[src/rtl/eth_frame_loop_arbiter_if.sv]
// eth_frame_loop_arbiter_if: two source byte streams and the merged output stream of the frame arbiter
interface eth_frame_loop_arbiter_if;
  logic [7:0] s0_axis_tdata;
  logic [9:0] s0_axis_tuser;
  logic       s0_axis_tlast;
  logic       s0_axis_tvalid;
  logic       s0_axis_tready;
  logic [7:0] s1_axis_tdata;
  logic [9:0] s1_axis_tuser;
  logic       s1_axis_tlast;
  logic       s1_axis_tvalid;
  logic       s1_axis_tready;
  logic [7:0] m_axis_tdata;
  logic [9:0] m_axis_tuser;
  logic       m_axis_tlast;
  logic       m_axis_tvalid;
  logic       m_axis_tid;
  modport slave (
    input  s0_axis_tdata, s0_axis_tuser, s0_axis_tlast, s0_axis_tvalid,
    input  s1_axis_tdata, s1_axis_tuser, s1_axis_tlast, s1_axis_tvalid,
    output s0_axis_tready, s1_axis_tready,
    output m_axis_tdata, m_axis_tuser, m_axis_tlast, m_axis_tvalid, m_axis_tid
  );
  modport master (
    output s0_axis_tdata, s0_axis_tuser, s0_axis_tlast, s0_axis_tvalid,
    output s1_axis_tdata, s1_axis_tuser, s1_axis_tlast, s1_axis_tvalid,
    input  s0_axis_tready, s1_axis_tready,
    input  m_axis_tdata, m_axis_tuser, m_axis_tlast, m_axis_tvalid, m_axis_tid
  );
endinterface

[src/rtl/eth_frame_loop_arbiter.sv]
// eth_frame_loop_arbiter: frame-granular round-robin merge of two byte streams with stall abort and inter-frame gap
module eth_frame_loop_arbiter #(
  parameter logic [15:0] TIMEOUT = 16'd255,
  parameter logic [7:0]  IFG     = 8'd0
) (
  input  logic                    clk,
  input  logic                    rst_n,
  input  logic [1:0]              enable,
  eth_frame_loop_arbiter_if.slave bus,
  output logic                    busy,
  output logic [31:0]             frame_count0,
  output logic [31:0]             frame_count1,
  output logic [15:0]             abort_count
);
  typedef enum logic [2:0] {ST_IDLE, ST_SEND, ST_ABORT, ST_DRAIN, ST_GAP} state_t;
  state_t      state;
  state_t      end_state;
  logic        grant;
  logic        last_grant;
  logic [15:0] stall;
  logic [7:0]  gap;
  logic [1:0]  cand;
  logic        pick;
  logic        sel_valid;
  logic        sel_last;
  logic [7:0]  sel_data;
  logic [9:0]  sel_user;
  logic        accepting;
  // granted-source mux, round-robin pick and handshake decode from registered state
  always_comb begin
    cand = enable & {bus.s1_axis_tvalid, bus.s0_axis_tvalid};
    pick = (cand == 2'b11) ? ~last_grant : cand[1];
    sel_valid = grant ? bus.s1_axis_tvalid : bus.s0_axis_tvalid;
    sel_last = grant ? bus.s1_axis_tlast : bus.s0_axis_tlast;
    sel_data = grant ? bus.s1_axis_tdata : bus.s0_axis_tdata;
    sel_user = grant ? bus.s1_axis_tuser : bus.s0_axis_tuser;
    accepting = (state == ST_SEND) || (state == ST_DRAIN);
    bus.s0_axis_tready = accepting & ~grant;
    bus.s1_axis_tready = accepting & grant;
    end_state = (IFG != 8'd0) ? ST_GAP : ST_IDLE;
    busy = state != ST_IDLE;
  end
  // frame FSM: grant, forward with one-cycle latency, abort on long stall, drain, gap
  always_ff @(posedge clk or negedge rst_n)
    if (!rst_n) begin
      state <= ST_IDLE;
      grant <= 1'b0;
      last_grant <= 1'b1;
      stall <= 16'd0;
      gap <= 8'd0;
      frame_count0 <= 32'd0;
      frame_count1 <= 32'd0;
      abort_count <= 16'd0;
      bus.m_axis_tdata <= 8'd0;
      bus.m_axis_tuser <= 10'd0;
      bus.m_axis_tlast <= 1'b0;
      bus.m_axis_tvalid <= 1'b0;
      bus.m_axis_tid <= 1'b0;
    end else begin
      bus.m_axis_tvalid <= 1'b0;
      bus.m_axis_tlast <= 1'b0;
      case (state)
        ST_IDLE:
          if (|cand) begin
            grant <= pick;
            stall <= 16'd0;
            state <= ST_SEND;
          end
        ST_SEND:
          if (sel_valid) begin
            bus.m_axis_tdata <= sel_data;
            bus.m_axis_tuser <= sel_user;
            bus.m_axis_tlast <= sel_last;
            bus.m_axis_tvalid <= 1'b1;
            bus.m_axis_tid <= grant;
            stall <= 16'd0;
            if (sel_last) begin
              frame_count0 <= grant ? frame_count0 : frame_count0 + 32'd1;
              frame_count1 <= grant ? frame_count1 + 32'd1 : frame_count1;
              last_grant <= grant;
              gap <= 8'd0;
              state <= end_state;
            end
          end else if (stall == TIMEOUT - 16'd1) begin
            bus.m_axis_tdata <= 8'h00;
            bus.m_axis_tuser <= 10'h002;
            bus.m_axis_tlast <= 1'b1;
            bus.m_axis_tvalid <= 1'b1;
            bus.m_axis_tid <= grant;
            abort_count <= (&abort_count) ? abort_count : abort_count + 16'd1;
            state <= ST_ABORT;
          end else begin
            stall <= stall + 16'd1;
          end
        ST_ABORT:
          state <= ST_DRAIN;
        ST_DRAIN:
          if (sel_valid && sel_last) begin
            last_grant <= grant;
            gap <= 8'd0;
            state <= end_state;
          end
        ST_GAP: begin
          gap <= gap + 8'd1;
          state <= (gap == IFG - 8'd1) ? ST_IDLE : ST_GAP;
        end
        default:
          state <= ST_IDLE;
      endcase
    end
endmodule

[src/flat_wrapper.sv]
// flat-port wrapper written by rule: the top's interface ports become plain ports
module eth_frame_loop_arbiter_flat 
#(
  parameter logic [15:0] TIMEOUT = 16'd255,
  parameter logic [7:0]  IFG     = 8'd0
)
  (clk, rst_n, enable, busy, frame_count0, frame_count1, abort_count, bus_s0_axis_tdata, bus_s0_axis_tuser, bus_s0_axis_tlast, bus_s0_axis_tvalid, bus_s1_axis_tdata, bus_s1_axis_tuser, bus_s1_axis_tlast, bus_s1_axis_tvalid, bus_s0_axis_tready, bus_s1_axis_tready, bus_m_axis_tdata, bus_m_axis_tuser, bus_m_axis_tlast, bus_m_axis_tvalid, bus_m_axis_tid);
  eth_frame_loop_arbiter_if bus_i ();
  input  logic clk;
  input  logic rst_n;
  input  logic [1:0] enable;
  output logic busy;
  output logic [31:0] frame_count0;
  output logic [31:0] frame_count1;
  output logic [15:0] abort_count;
  input wire logic [$bits(bus_i.s0_axis_tdata)-1:0] bus_s0_axis_tdata;
  input wire logic [$bits(bus_i.s0_axis_tuser)-1:0] bus_s0_axis_tuser;
  input wire logic [$bits(bus_i.s0_axis_tlast)-1:0] bus_s0_axis_tlast;
  input wire logic [$bits(bus_i.s0_axis_tvalid)-1:0] bus_s0_axis_tvalid;
  input wire logic [$bits(bus_i.s1_axis_tdata)-1:0] bus_s1_axis_tdata;
  input wire logic [$bits(bus_i.s1_axis_tuser)-1:0] bus_s1_axis_tuser;
  input wire logic [$bits(bus_i.s1_axis_tlast)-1:0] bus_s1_axis_tlast;
  input wire logic [$bits(bus_i.s1_axis_tvalid)-1:0] bus_s1_axis_tvalid;
  output wire logic [$bits(bus_i.s0_axis_tready)-1:0] bus_s0_axis_tready;
  output wire logic [$bits(bus_i.s1_axis_tready)-1:0] bus_s1_axis_tready;
  output wire logic [$bits(bus_i.m_axis_tdata)-1:0] bus_m_axis_tdata;
  output wire logic [$bits(bus_i.m_axis_tuser)-1:0] bus_m_axis_tuser;
  output wire logic [$bits(bus_i.m_axis_tlast)-1:0] bus_m_axis_tlast;
  output wire logic [$bits(bus_i.m_axis_tvalid)-1:0] bus_m_axis_tvalid;
  output wire logic [$bits(bus_i.m_axis_tid)-1:0] bus_m_axis_tid;
  assign bus_i.s0_axis_tdata = bus_s0_axis_tdata;
  assign bus_i.s0_axis_tuser = bus_s0_axis_tuser;
  assign bus_i.s0_axis_tlast = bus_s0_axis_tlast;
  assign bus_i.s0_axis_tvalid = bus_s0_axis_tvalid;
  assign bus_i.s1_axis_tdata = bus_s1_axis_tdata;
  assign bus_i.s1_axis_tuser = bus_s1_axis_tuser;
  assign bus_i.s1_axis_tlast = bus_s1_axis_tlast;
  assign bus_i.s1_axis_tvalid = bus_s1_axis_tvalid;
  assign bus_s0_axis_tready = bus_i.s0_axis_tready;
  assign bus_s1_axis_tready = bus_i.s1_axis_tready;
  assign bus_m_axis_tdata = bus_i.m_axis_tdata;
  assign bus_m_axis_tuser = bus_i.m_axis_tuser;
  assign bus_m_axis_tlast = bus_i.m_axis_tlast;
  assign bus_m_axis_tvalid = bus_i.m_axis_tvalid;
  assign bus_m_axis_tid = bus_i.m_axis_tid;
  eth_frame_loop_arbiter #(.TIMEOUT(TIMEOUT), .IFG(IFG)) u_core (.clk(clk), .rst_n(rst_n), .enable(enable), .bus(bus_i), .busy(busy), .frame_count0(frame_count0), .frame_count1(frame_count1), .abort_count(abort_count));
endmodule
[config.mk]
export PLATFORM = sky130hd
export DESIGN_NAME = eth_frame_loop_arbiter_flat
export DESIGN_NICKNAME = d
export VERILOG_FILES = /design/src/rtl/eth_frame_loop_arbiter_if.sv /design/src/rtl/eth_frame_loop_arbiter.sv /design/src/flat_wrapper.sv
export SDC_FILE = /design/constraint.sdc
export NUM_CORES = 1
export LEC_CHECK = 0
export CAP_MARGIN = 0
export CORE_ASPECT_RATIO = 1.25
export CORE_MARGIN = 10
export CORE_UTILIZATION = 50
export DETAILED_ROUTE_END_ITERATION = 7
export PLACE_DENSITY_LB_ADDON = 0.05
export RECOVER_POWER = 25
export SYNTH_ARGS = -nofsm -noshare
export SYNTH_HDL_FRONTEND = slang
export SYNTH_SLANG_ARGS = --single-unit
[constraint.sdc]
create_clock -name clk -period 3.4 [get_ports clk]
set_input_delay 0.51 -clock clk [delete_from_list [all_inputs] [get_ports clk]]
set_output_delay 0.51 -clock clk [all_outputs]
set_load 0.01 [all_outputs]
== Word level (Yosys, flattened, before mapping) ==
Cells that the tools add are included.
Operators by class
  equal/unequal tests: 14
  $mul: 0
  bitwise gates (word level): 7
  div/mod/pow operators: 0
  reductions and logical operators: 19
  magnitude comparators: 0
  shift-type cells: 0
  mux-type cells: 35
  add/sub/neg operators: 5
Operator list (number)
  $add A32 B1 Y32 const B: 2
  $mux W16: 3
  $mux W8: 6
  $add A16 B1 Y16 const B: 2
  $pmux W16 S2: 1
  $mux W10: 3
  $pmux W8 S3: 1
  $reduce_and A4 Y1: 6
  $mux W3: 6
  $eq A16 B8 Y1 const B: 1
  $reduce_and A16 Y1: 1
  $pmux W3 S5: 1
  $mux W1: 13
  $add A8 B1 Y8 const B: 1
  $eq A8 B8 Y1 const B: 1
  $eq A3 B2 Y1 const B: 2
  $ne A2 B1 Y1 const B: 3
  $ne A3 B2 Y1 const B: 2
  $reduce_bool A2 Y1: 3
  $reduce_bool A3 Y1: 2
  $not A1 Y1: 4
  $reduce_and A2 Y1: 2
  $eq A3 B1 Y1 const B: 1
  $eq A3 B3 Y1 const B: 1
  11 further kinds: 12
Word-level totals
  output and inout bits: 104
  memories kept: 0
  memory bits (read-only): 0
  bits in registers: 130
  RAM bits: 0
  latch bits: 0

== Logic depth before layout (Yosys ltp) ==
Gate-level depths: netlist (run 1).
  word-level depth: 4
  mapped depth: 9
  gate-level depth less buffers: 7

== Least setup slack after synthesis (run 1) ==
Ideal clock, no wire load.
  path kind: register -> register
  from: reg u_core.state[1]
  to: reg u_core.frame_count1[26]
  stages on the path, launching flop included: 9
  arrival: 2.503 ns
  slack: 0.817 ns
  cells stage by stage: dfrtp_1 buf_6 or3b_1 buf_2 or4b_4 buf_6 or4_4 nor3_2 xnor2_1
On the way
  cells in the longest elaborated chain, start to end: 2
RTL lines
  from (decl): line eth_frame_loop_arbiter.sv:16  | state_t state;
  from (signal assigned): line eth_frame_loop_arbiter.sv:82  | state <= end_state;
  from (signal assigned): line eth_frame_loop_arbiter.sv:101  | state <= end_state;
  from (signal assigned): line eth_frame_loop_arbiter.sv:105  | state <= (gap == IFG - 8'd1) ? ST_IDLE : ST_GAP;
  $eq A3 B1 Y1: line eth_frame_loop_arbiter.sv:62  | case (state)
  $reduce_and A4 Y1 (no line)
  to (signal assigned): line eth_frame_loop_arbiter.sv:79  | frame_count1 <= grant ? frame_count1 + 32'd1 : frame_count1;
  to (decl): line eth_frame_loop_arbiter.sv:12  | output logic [31:0] frame_count1,
No other way between the ends.
A chain may end at the register's enable or synchronous reset.

== Worst setup path after layout (run 1) ==
  from: reg u_core.state[0]
  to: reg u_core.frame_count1[26]
The elaborated chain is that of the path after synthesis.

==> run summary, run 1 <==
Main synth FF type -> dfrtp_1
ys async rst share -> 1.00
vias in the first global route -> 5,438
met3 Usage GRT -> 0.0745
DRC Markers -> 0
Syn-to-layout area delta -> 36.2%
multi-input logic area -> 0.00280 sq mm
Syn Inst Count -> 591
die area -> 0.0173 sq mm
Worst slew margin -> -0.184
Seq cells post-synth -> 130
GP Congestion -> 0.837
maxcap violations -> 1
Worst R2R Path Depth -> 5
critical path data arrival time -> 3.00 ns
initial drt markers -> 394
CTS tree -> yes
min-delay src -> u_core.frame_count0[31]$_DFFE_PN0P_
post-synth top area cell -> dfrtp_1
post-cts hold buffer count -> 0
Critical Setup Path Class -> register to register
vias -> 5,152
Setup TNS -> 0 ns
Ant. Diodes -> 0
mean number of vias per cell -> 5.56
fmax -> 0.376 GHz
post-synth top area share -> 0.521
H-tree level count -> 4
Final period util -> 0.782
crit-path max FO -> 9
clock root buffer -> clkbuf_16
GR peak layer -> met2
port buffer count -> 147
r2r endpoint -> u_core.frame_count1[26]$_DFFE_PN0P_
Hold Path Depth -> 1
Die Y -> 144 um
most frequent cell after synthesis -> dfrtp_1
Post-synth top cells -> dfrtp_1 (129), nand2_1 (63), xnor2_1 (49)
layout cells sized above 1 -> 0.0786
fillers -> 968
GRT Util Overall -> 0.193
Syn Std Cell Area -> 0.00619 sq mm
final hold vios -> 0
grt total ovfl -> 0
Synthesized Nets -> 641
reg2reg start -> u_core.state[0]$_DFFE_PN0P_
Yosys Warn Count -> 0
clock period minus worst slack -> 2.66 ns
final slew viol count -> 74
most area-consuming cells after synthesis -> dfrtp_1 (52%), xnor2_1 (6.9%), nand2_1 (3.8%)
Avg WL per Cell -> 17.4 um
Worst path max stage delay -> 0.64 ns
Worst path slowest cell -> or4b_4
Hold WC Path Type -> register to register
Slew @ Worst Pin -> 1.78 ns
clk_lat worst skew -> 0.42 ns
Die X -> 120 um
initial antenna violation count -> 0
storage element area -> 0.00325 sq mm
RSZ-0062 raised after global routing -> no
core box area -> 0.0122 sq mm
TritonRoute pass-1 iters -> 4
status -> finished, violations left
Power Dens Cells -> 574 mW/mm^2
largest net degree at the start of global routing -> 74
GR Util met1 -> 0.206
Setup crit start kind -> register
M2 GR Usage -> 0.326
hold path endpoint -> u_core.frame_count0[31]$_DFFE_PN0P_
final setup skew -> 0.00654 ns
I/O pin cnt -> 148
CTS Buffer Depth -> 2
delay-heaviest family, CP -> simple AND/OR/NAND/NOR gates
Yosys cell types -> 51
CP Cell Sequence -> or3b_1 > or4b_4 > or4_4 > nor3_2 > xnor2_1
floorplan row count -> 45
Num CTS Buffers -> 17
first-pass GRT wire length -> 27,100 um
final-stage net count -> 800
peak supply drop -> 0.353 mV
Sink Count -> 130
endpoint class of the critical path -> register
cts repair resizes -> 0
Syn Area/Cell -> 10.5 sq um
Post-DRT Antenna Nets -> 0
Fin Hold WS -> 0.476 ns
Detail Placement HPWL -> 11,800 um
Leak Pwr -> 0.00360 uW
Worst-path clk slew -> 0.06 ns
Req. time, crit path -> 3.74 ns
Post-synth EDFFs -> 0
Initial Utilization -> 0.509
post-synthesis sequential area ratio -> 0.525
failing checks -> max-capacitance violations, max-slew violations
setup bufs post-CTS -> 0
reg2reg setup slack -> 0.74 ns
Setup violations, final -> 0
final WL -> 16,100 um
Buf/Inv on CP -> 0
## cells in the final DEF (no fill, tap or decap), types with 8 or more instances in the layout
| master | n |
|---|---|
| xnor2_1 | 49 |
| nand4_1 | 33 |
| o21ai_0 | 25 |
| o2bb2ai_1 | 17 |
| inv_1 | 13 |
| xor2_1 | 27 |
| mux2i_1 | 18 |
| buf_4 | 10 |
| and4_1 | 9 |
| mux2_2 | 8 |
| nand3_1 | 41 |
| nor2_1 | 39 |
| dfrtp_1 | 129 |
| nor3_1 | 12 |
| nor4_1 | 10 |
| clkdlybuf4s50_1 | 146 |
| clkbuf_16 | 17 |
| nand2_1 | 63 |
| and3_1 | 10 |
| a21oi_1 | 12 |
## per-layer routing
layer | part of all wire | vias up
li1 | - | 2453
met1 | 0.39 | 2498
met2 | 0.50 | 165
met3 | 0.078 | 36
met4 | 0.028 | 0
met5 | 0 | -
## flip-flops by register name (all words and copies together), names as in the netlist
| name | count |
|---|---|
| u_core.frame_count0 | 32 |
| u_core.state | 3 |
| u_core.stall | 16 |
| u_core.bus.m_axis_tvalid | 1 |
| u_core.grant | 1 |
| u_core.frame_count1 | 32 |
| u_core.abort_count | 16 |
| u_core.bus.m_axis_tlast | 1 |
| u_core.bus.m_axis_tid | 1 |
| u_core.bus.m_axis_tuser | 10 |
| u_core.gap | 8 |
| u_core.last_grant | 1 |
| u_core.bus.m_axis_tdata | 8 |
## kinds of logic (layout without fill, tap and decap cells)
group                    Yosys count  count (layout)  share of synthesized area
AND/OR/NAND/NOR                  244             244                      0.206
flip-flops                       130             130                      0.525
AO/OA/AOI/OAI                     78              78                     0.0830
XOR/XNOR                          76              76                      0.107
buffers and inverters             31             203                     0.0222
multiplexers                      26              26                     0.0436
adder cells (fa/ha/maj)            6               6                     0.0121
## layout make-up
class | count | area share
well taps | 164 | 0.0243
multi-input cells | 430 | 0.332
flip-flops and latches | 130 | 0.386
clock buffers | 21 | 0.0558
clock inverters | 11 | 0.0131
repair buffers | 158 | 0.183
inverters | 13 | 0.00578
## power breakdown
part	switching [uW]	leakage, uW	total (uW)	internal (uW)
Combinational	554	0.00156	1120	567
Clock	655	0.000288	1780	1130
Sequential	194	0.00175	1940	1740
## stage by stage
step	setup slack (ns)	std cells	instance area [sq um]	utilization	power, uW
after floorplan	0.817	591	6190	-	2440
after global placement	0.565	895	7870	0.647	3050
after detailed placement	0.483	895	7870	0.647	3080
after CTS	0.736	927	8450	0.695	4890
after global routing	0.461	927	8440	0.694	5070
final	0.741	927	8440	0.694	4840
## worst register-to-register path, delay by kind of cell, from the launching register on
| kind | cells | cell delay (ns) |
|---|---|---|
| and+or+nand+nor | 4 | 1.95 |
| xor gates and xnor gates | 1 | 0.14 |
| DFF | 1 | 0.49 |
## worst max path at each step
stage / startpoint / cells after the start / to
finish: u_core.state[0]$_DFFE_PN0P_ / 5 / u_core.frame_count1[26]$_DFFE_PN0P_
global route: rst_n / 2 / u_core.abort_count[3]$_DFFE_PN0P_
CTS: u_core.state[0]$_DFFE_PN0P_ / 5 / u_core.frame_count1[26]$_DFFE_PN0P_
detailed placement: bus_s0_axis_tvalid / 6 / u_core.frame_count0[22]$_DFFE_PN0P_
global placement: bus_s0_axis_tvalid / 6 / u_core.frame_count0[30]$_DFFE_PN0P_
floorplan: u_core.state[1]$_DFFE_PN0P_ / 8 / u_core.frame_count1[26]$_DFFE_PN0P_
(Power assumes the default switching activity.)
==> run 2: changes to the inputs <==
- clock period: 3.4 -> 2.6 ns (I/O delays scaled with it)
==> run 2 against run 1 <==
Against the previous run: the flow now finishes without violations; routed wire length grew 0.20%; clock-buffer cell count rose by 8; maximum frequency is 8.3% higher; worst setup slack lost 0.60 ns; critical path type unchanged.
==> run summary, run 2 (same netlist as run 1, synthesis figures left out) <==
Critical Setup Path Class -> register to register (unchanged)
Ant. Diodes -> 0 (unchanged)
Final period util -> 0.945 (was 0.782)
first-pass GRT wire length -> 26,900 um (was 27,100 um)
layout cells sized above 1 -> 0.0971 (was 0.0786)
CP Cell Sequence -> or3b_1 > or4b_4 > or4_4 > nor3_2 > xnor2_1 (unchanged)
setup bufs post-CTS -> 0 (unchanged)
DRC Markers -> 0 (unchanged)
vias in the first global route -> 5,381 (was 5,438)
core box area -> 0.0122 sq mm (unchanged)
largest net degree at the start of global routing -> 50 (was 74)
port buffer count -> 147 (unchanged)
Req. time, crit path -> 2.92 ns (was 3.74 ns)
Buf/Inv on CP -> 0 (unchanged)
final slew viol count -> 0 (was 74)
Die Y -> 144 um (unchanged)
Post-DRT Antenna Nets -> 0 (unchanged)
Avg WL per Cell -> 17.0 um (was 17.4 um)
Sink Count -> 130 (unchanged)
crit-path max FO -> 6 (was 9)
Worst path slowest cell -> or4b_4 (unchanged)
vias -> 5,218 (was 5,152)
dpl cells -> 914 (was 895)
final-stage net count -> 820 (was 800)
grt total ovfl -> 0 (unchanged)
Syn-to-layout area delta -> 38.8% (was 36.2%)
status -> finished, final reports clean (was finished, violations left)
post-cts hold buffer count -> 1 (was 0)
GP Congestion -> 0.838 (was 0.837)
Setup crit start kind -> register (unchanged)
CTS Buffer Depth -> 2 (unchanged)
Detail Placement HPWL -> 12,200 um (was 11,800 um)
Die X -> 120 um (unchanged)
I/O pin cnt -> 148 (unchanged)
Hold WC Path Type -> register to register (unchanged)
H-tree level count -> 4 (unchanged)
biggest regs -> u_core.frame_count0 (32), u_core.frame_count1 (32) (unchanged)
Setup violations, final -> 0 (unchanged)
Setup TNS -> 0 ns (unchanged)
die area -> 0.0173 sq mm (unchanged)
peak supply drop -> 0.609 mV (was 0.353 mV)
Initial Utilization -> 0.509 (unchanged)
Slew @ Worst Pin -> 1.09 ns (was 1.78 ns)
GRT Util Overall -> 0.191 (was 0.193)
clock period minus worst slack -> 2.46 ns (was 2.66 ns)
initial drt markers -> 332 (was 394)
maxcap violations -> 0 (was 1)
initial antenna violation count -> 0 (unchanged)
endpoint class of the critical path -> register (unchanged)
critical path data arrival time -> 2.78 ns (was 3.00 ns)
commonest non-fill, non-tap cells in the layout -> clkdlybuf4s50_1 (146), dfrtp_1 (129), nand2_1 (63) (unchanged)
floorplan row count -> 45 (unchanged)
TritonRoute pass-1 iters -> 5 (was 4)
clk_lat worst skew -> 0.42 ns (about the same)
mean number of vias per cell -> 5.51 (was 5.56)
Num CTS Buffers -> 17 (unchanged)
most common cell after layout, fill and taps aside -> clkdlybuf4s50_1 (unchanged)
Worst path max stage delay -> 0.61 ns (was 0.64 ns)
Leak Pwr -> 0.00370 uW (was 0.00360 uW)
fmax -> 0.407 GHz (was 0.376 GHz)
Worst-path clk slew -> 0.05 ns (was 0.06 ns)
clock root buffer -> clkbuf_16 (unchanged)
RSZ-0062 raised after global routing -> no (unchanged)
delay-heaviest family, CP -> simple AND/OR/NAND/NOR gates (unchanged)
cts repair resizes -> 0 (unchanged)
CTS tree -> yes (unchanged)
post-route insts no fill -> 947 (was 927)
Worst slew margin -> 0.276 (was -0.184)
final hold vios -> 0 (unchanged)
Power Dens Cells -> 741 mW/mm^2 (was 574 mW/mm^2)
final WL -> 16,100 um (about the same)
final setup skew -> 0.0141 ns (was 0.00654 ns)
==> run 2: worst paths after layout <==
| path | start | to | slack (ns) | depth (start not counted) |
|---|---|---|---|---|
| max | u_core.state[1]$_DFFE_PN0P_ | u_core.frame_count1[26]$_DFFE_PN0P_ | 0.14 | 5 |
| min | u_core.frame_count1[31]$_DFFE_PN0P_ | u_core.frame_count1[31]$_DFFE_PN0P_ | 0.47 | 1 |
| max reg2reg | u_core.state[1]$_DFFE_PN0P_ | u_core.frame_count1[26]$_DFFE_PN0P_ | 0.14 | 5 |
| min reg2reg | u_core.frame_count1[31]$_DFFE_PN0P_ | u_core.frame_count1[31]$_DFFE_PN0P_ | 0.47 | 1 |
| max in group asynchronous | rst_n | u_core.frame_count0[1]$_DFFE_PN0P_ | 0.40 | 3 |
| min in group asynchronous | rst_n | u_core.frame_count1[14]$_DFFE_PN0P_ | 0.61 | 2 |
==> run 2: layer usage <==
metal | wire length, um | GRT usage | vias to the layer above
li1 | - | - | 2491
met1 | 6410 | 0.205 | 2552
met2 | 8280 | 0.332 | 154
met3 | 1170 | 0.0764 | 21
met4 | 265 | 0.0693 | 0
met5 | 0 | 0 | -
==> run 2: layout make-up <==
type                    count  area (sq um)
clock buffers              29           551
flip-flops and latches    130          3250
inverters                  13          48.8
well taps                 164           205
repair buffers            178          1700
fillers                   957          3560
multi-input cells         430          2800
clock inverters             3          40.0
==> run 2: per-stage QoR <==
step	instance area [sq um]	power (uW)	util	hold slack, ns	setup WS [ns]
6_report	8600	6370	0.707	0.475	0.144
5_1_grt	8600	6670	0.707	0.503	0.0246
4_1_cts	8630	6430	0.710	0.482	0.134
3_5_place_dp	8030	4070	0.660	0.382	-0.133
3_3_place_gp	8030	4040	0.660	0.375	-0.0884
2_1_floorplan	6190	3190	-	0.0944	0.0174
==> run 2: power breakdown <==
group          switching, uW  leakage, uW  internal [uW]
Clock                    822     0.000294           1520
Sequential               240      0.00175           2280
Combinational            734      0.00166            779
